[config.mk]
export PLATFORM = sky130hd
export DESIGN_NAME = window_feeder
export DESIGN_NICKNAME = d
export VERILOG_FILES = /design/src/rtl/window_feeder.sv
export SDC_FILE = /design/constraint.sdc
export NUM_CORES = 2
export LEC_CHECK = 0
export ABC_CLOCK_PERIOD_IN_PS = 61200
export CELL_PAD_IN_SITES_DETAIL_PLACEMENT = 0
export CELL_PAD_IN_SITES_GLOBAL_PLACEMENT = 1
export CORE_ASPECT_RATIO = 0.9
export CORE_UTILIZATION = 35
export CTS_CLUSTER_DIAMETER = 150
export CTS_CLUSTER_SIZE = 20
export DETAILED_ROUTE_END_ITERATION = 12
export GPL_TIMING_DRIVEN = 0
export PLACE_DENSITY = 0.57
export SYNTH_ARGS = -nofsm -noshare
export SYNTH_HDL_FRONTEND = slang
export SYNTH_SLANG_ARGS = --single-unit
export TNS_END_PERCENT = 50
[constraint.sdc]
create_clock -name clk -period 61.2 [get_ports clk]
set_input_delay 18.36 -clock clk [delete_from_list [all_inputs] [get_ports clk]]
set_output_delay 18.36 -clock clk [all_outputs]
set_load 0.05 [all_outputs]
[src/rtl/window_feeder.sv]
// Raster-to-5x5 window generator: four line buffers plus a 5x5 shift register,
// with a single valid/ready output stage in front of the consumer.
module window_feeder #(
    parameter int bitwidth   = 32,
    parameter int map_width  = 32,
    parameter int map_height = 32
) (
    input  logic                       clk,
    input  logic                       rst,
    input  logic                       in_valid,
    output logic                       in_ready,
    input  logic signed [bitwidth-1:0] in_pixel,
    output logic                       out_valid,
    input  logic                       out_ready,
    output logic signed [bitwidth-1:0] window [4:0][4:0],
    output logic                       frame_last
);

    localparam int CW = (map_width  > 1) ? $clog2(map_width)  : 1;
    localparam int RW = (map_height > 1) ? $clog2(map_height) : 1;

    logic [CW-1:0] col_q, col_d;
    logic [RW-1:0] row_q, row_d;
    logic          valid_q, valid_d;
    logic          last_q, last_d;
    logic          beat, qual, col_end, row_end;

    logic signed [bitwidth-1:0] win_q  [4:0][4:0];
    logic signed [bitwidth-1:0] lb_q   [3:0][map_width];
    logic signed [bitwidth-1:0] column [4:0];

    assign in_ready = !valid_q || out_ready;
    assign beat     = in_valid && in_ready;
    assign col_end  = (col_q == CW'(map_width - 1));
    assign row_end  = (row_q == RW'(map_height - 1));
    assign qual     = beat && (row_q >= RW'(4)) && (col_q >= CW'(4));

    // lb_q[0] holds the previous row, lb_q[3] the row four above the current one
    always_comb begin
        column[0] = lb_q[3][col_q];
        column[1] = lb_q[2][col_q];
        column[2] = lb_q[1][col_q];
        column[3] = lb_q[0][col_q];
        column[4] = in_pixel;
    end

    always_comb begin
        col_d = col_q;
        row_d = row_q;
        if (beat) begin
            if (col_end) begin
                col_d = '0;
                row_d = row_end ? '0 : row_q + 1'b1;
            end else begin
                col_d = col_q + 1'b1;
            end
        end
    end

    always_comb begin
        valid_d = valid_q;
        last_d  = last_q;
        if (qual) begin
            valid_d = 1'b1;
            last_d  = row_end && col_end;
        end else if (out_ready) begin
            valid_d = 1'b0;
            last_d  = 1'b0;
        end
    end

    always_ff @(posedge clk or posedge rst) begin
        if (rst) begin
            col_q   <= '0;
            row_q   <= '0;
            valid_q <= 1'b0;
            last_q  <= 1'b0;
            for (int i = 0; i < 5; i++) begin
                for (int j = 0; j < 5; j++) begin
                    win_q[i][j] <= '0;
                end
            end
        end else begin
            col_q   <= col_d;
            row_q   <= row_d;
            valid_q <= valid_d;
            last_q  <= last_d;
            // Beats only happen when the held window is free, so shifting here never disturbs it
            if (beat) begin
                for (int i = 0; i < 5; i++) begin
                    for (int j = 0; j < 4; j++) begin
                        win_q[i][j] <= win_q[i][j+1];
                    end
                    win_q[i][4] <= column[i];
                end
            end
        end
    end

    // Stale contents are harmless: windows only start once rows 0..3 of the frame are written
    always_ff @(posedge clk) begin
        if (beat) begin
            lb_q[0][col_q] <= in_pixel;
            lb_q[1][col_q] <= lb_q[0][col_q];
            lb_q[2][col_q] <= lb_q[1][col_q];
            lb_q[3][col_q] <= lb_q[2][col_q];
        end
    end

    assign window     = win_q;
    assign out_valid  = valid_q;
    assign frame_last = last_q;

endmodule
==> out/summary.json <==
{
  "run_status": {
    "status": "finished, violations left",
    "violated_checks": "capacitance limit, slew limit"
  },
  "worst_setup_path": {
    "cp.arrival_ns": 21.82,
    "timing.critical_path.fanout_max": 10,
    "criticalPathCategory": "in2out",
    "worstPathRequired_ns": 42.84,
    "worst_setup_path_start_kind": "primary input",
    "end_kind": "output port"
  },
  "final_layout": {
    "finish.net_count": 12612,
    "final_area_um2": 217000,
    "mostFrequentLayoutCell": "edfxtp_1",
    "flow.area_growth_from_synthesis_pct": 16.9,
    "share_of_final_layout_standard_cells_stronger_than_drive_strength_1_pct": 9.41,
    "filler_cell_count": 47486,
    "layout.cells.most_common_list": "4,096 x edfxtp_1, 2,115 x nand2_1, 1,785 x mux2i_1"
  },
  "floorplanning": {
    "die_height_um": 692,
    "core.rowCount": 253,
    "floorplan.core_area_um2": 527000,
    "die_area_um2": 532000,
    "top_level_ports": 839,
    "die_w_um": 769,
    "initial_util_pct": 35.1
  },
  "worst_hold_path": {
    "holdCritPathClass": "reg2reg"
  },
  "clocking": {
    "cts_hold_buffers": 0,
    "cts_tree": "done",
    "cts.reportedPaths.clkPinSlew_ns": 0.08,
    "cts.path.max_buffers": 4,
    "later_pin_clock_latency_in_the_skew_report_ns": 1.02,
    "htree_num_levels": 5,
    "clk_root_buffer_cell": "clkbuf_16",
    "cts-resized-gates": 0,
    "cts_post_setup_buffers_inserted": 0,
    "tritoncts_num_sinks": 4908,
    "tritoncts.num_buffers": 284
  },
  "synth": {
    "synthesis.area_um2": 185000,
    "adder_cell_share_of_the_synthesized_area_pct": 0.0540,
    "synth-edff-count": 4096,
    "muxShareOfSynthArea_pct": 11.3,
    "combinational_family_with_the_most_area_after_synthesis": "multiplexers",
    "synth_compound_gate_area_share_pct": 3.95,
    "yosys.cell_types.count": 48,
    "synth_simple_gate_area_share_pct": 5.73,
    "synth.yosys.warnings": 0,
    "synth.yosys.seq_area_share_pct": 77.4,
    "avgSynthCellArea_um2": 16.6,
    "ys_seq_elements": 4908,
    "syn_nets": 11231,
    "synth_flop_cell": "edfxtp_1",
    "synth_cells": 11187,
    "postSynth.asyncResetShare_pct": 16.5,
    "synthXorXnorAreaFrac_pct": 0
  },
  "power_and_ir_drop": {
    "p_sw_uw": 4230,
    "total_power_consumption_uw": 10800,
    "power.leakage_uw": 0.0769,
    "power.share.sequential_pct": 46.4,
    "p_sw_share_pct": 39.2,
    "power_density_over_the_cells_nw_per_um2": 49.8,
    "cellInternalPower_uw": 6550,
    "vdd_drop_max_v": 0.0000627,
    "power.clock.fraction_pct": 18.8,
    "power.share.combinational_pct": 34.9
  },
  "sta": {
    "setup_repair_after_global_routing_missed_its_margin": "no",
    "measured_slew_at_the_worst_slew_check_pin_ns": 1.54,
    "achievable_frequency_ghz": 0.0249,
    "min_period_over_period_pct": 65.7,
    "setup_viol": 0,
    "timing.final.crit_period_ns": 40.18,
    "totalNegativeSetupSlack_ns": 0,
    "finalHoldViolations": 0,
    "finalClockSkew_ns": 0.0510,
    "slew_headroom_pct": -3.79,
    "final-max-slew-violation-count": 25
  },
  "global_route": {
    "grt_pass1_wl_mm": 892,
    "globalRouteOverflowTotal": 0,
    "initial_antenna_violation_count": 77,
    "vias_in_the_first_global_route": 104987,
    "grt_use_total_pct": 24.2,
    "grt_start_max_net_pins": 136
  },
  "run": {
    "maxCapViolCount": 6
  },
  "place": {
    "globalplace.congestion": 0.890,
    "placement.io_buffers": 838,
    "detailedPlacementHpwl_mm": 471,
    "placed_cell_areas_um2": 208000
  },
  "detailed_routing": {
    "avgRoutedWirePerCell_um": 33.5,
    "ant_nets": 0,
    "drt_first_iter_violations": 13301,
    "route.vias.total": 108600,
    "drt_total_wl_mm": 664,
    "vias_per_cell": 5.48,
    "detail_route.drc_violations": 0,
    "drt_pass1_iterations": 7
  }
}
==> state kept, by name (all words and copies together) (netlist names) <==
register,count
col_q,5
frame_last,1
lb_q,4096
out_valid,1
row_q,5
window,800
==> worst paths after layout <==
check | from | end | slack, ns | cells past startpoint
min reg2reg | window[1] | window[1] | 0.48 | 2
min | window[1] | window[1] | 0.48 | 2
min in group asynchronous | rst | window[609] | 17.86 | 2
max reg2reg | col_q[2] | lb_q[3][317] | 55.09 | 8
max in group asynchronous | rst | window[216] | 41.19 | 5
max | out_ready | in_ready | 21.02 | 5
==> final cells by class <==
type                       instances  area [um^2]  area share (%)
sequential                      4908       143000            66.2
timing repair buffer            1095        13700            6.34
tap                             7012         8770            4.05
inverter                           5         26.3          0.0121
multi-input combinational       5644        39300            18.1
clock inverter                    20          263           0.121
clock buffer                     473         8010            3.70
antenna                           33         82.6          0.0381
buffer                           630         3060            1.41
==> cell families (layout without fill, tap and decap cells) <==
kind of cell | after synthesis | in the layout
flip-flops | 4908 | 4908
other | 0 | 33
buffers and inverters | 635 | 2223
AND/OR/NAND/NOR | 2607 | 2607
AO/OA/AOI/OAI | 1110 | 1110
multiplexers | 1919 | 1919
adder cells (fa/ha/maj) | 8 | 8
==> cells in the mapped netlist (3+ instances only) <==
cell type  count  area [um^2]
or4b_1         5         50.1
mux2i_1     1785        17900
edfxtp_1    4096       123000
nor2_1       183          687
nand4b_1       4         35.0
inv_1          5         18.8
and2_1        18          113
nand2_1     2132         8000
buf_2        306         1530
buf_6         25          282
nand4bb_1      7         78.8
buf_4         27          203
nand2b_1       3         18.8
mux4_2       132         2970
a22oi_1       58          435
clkbuf_1     253          950
a22o_1        17          149
dfrtp_1      812        20300
ha_1           8          100
a31oi_1      141          882
o21ai_0        7         35.0
o22ai_1      807         5050
o22ai_2       40          500
and3_1         3         18.8
nor4_1       223         1400
buf_1         19         71.3
nand3b_1       3         22.5
a21oi_1       16         80.1
nand3_1        7         35.0
o211ai_1      17          128
nor2b_1        3         18.8
==> per-layer routing <==
layer | track usage, % | vias up | share of wire, %
met4 | 7.39 | 18 | 3.4
met2 | 37.8 | 4730 | 45
met1 | 34.3 | 57694 | 43
met5 | 0 | - | 0.019
li1 | - | 45342 | -
met3 | 4.48 | 816 | 8.2
==> per-stage QoR <==
stage | utilization, % | worst slack, ns | hold slack (ns) | std cells
CTS | 41.0 | 21.01 | 0.483 | 19785
global route | 41.1 | 21.05 | 0.496 | 19798
detailed placement | 39.5 | 21.02 | 0.462 | 19292
global placement | 38.4 | 6.39 | 0.458 | 19037
floorplan | - | 20.03 | 0.495 | 11187
finish | 41.1 | 21.02 | 0.478 | 19820
==> power by group through the flow <==
stage,Clock [uW],Combinational (uW),Sequential (uW)
after global placement,0,3590,5140
after global routing,2160,3910,5030
after detailed placement,0,3730,5080
final,2020,3760,5000
after floorplan,0,1520,5440
after CTS,2060,3740,5010
==> critical path: stages <==
cell and delay (ns):
clkdlybuf4s50_1 0.47, nand2b_1 0.52, clkbuf_1 0.83, clkbuf_1 0.63, clkdlybuf4s50_1 0.99
Note: power is estimated with default switching activity, not from simulation.
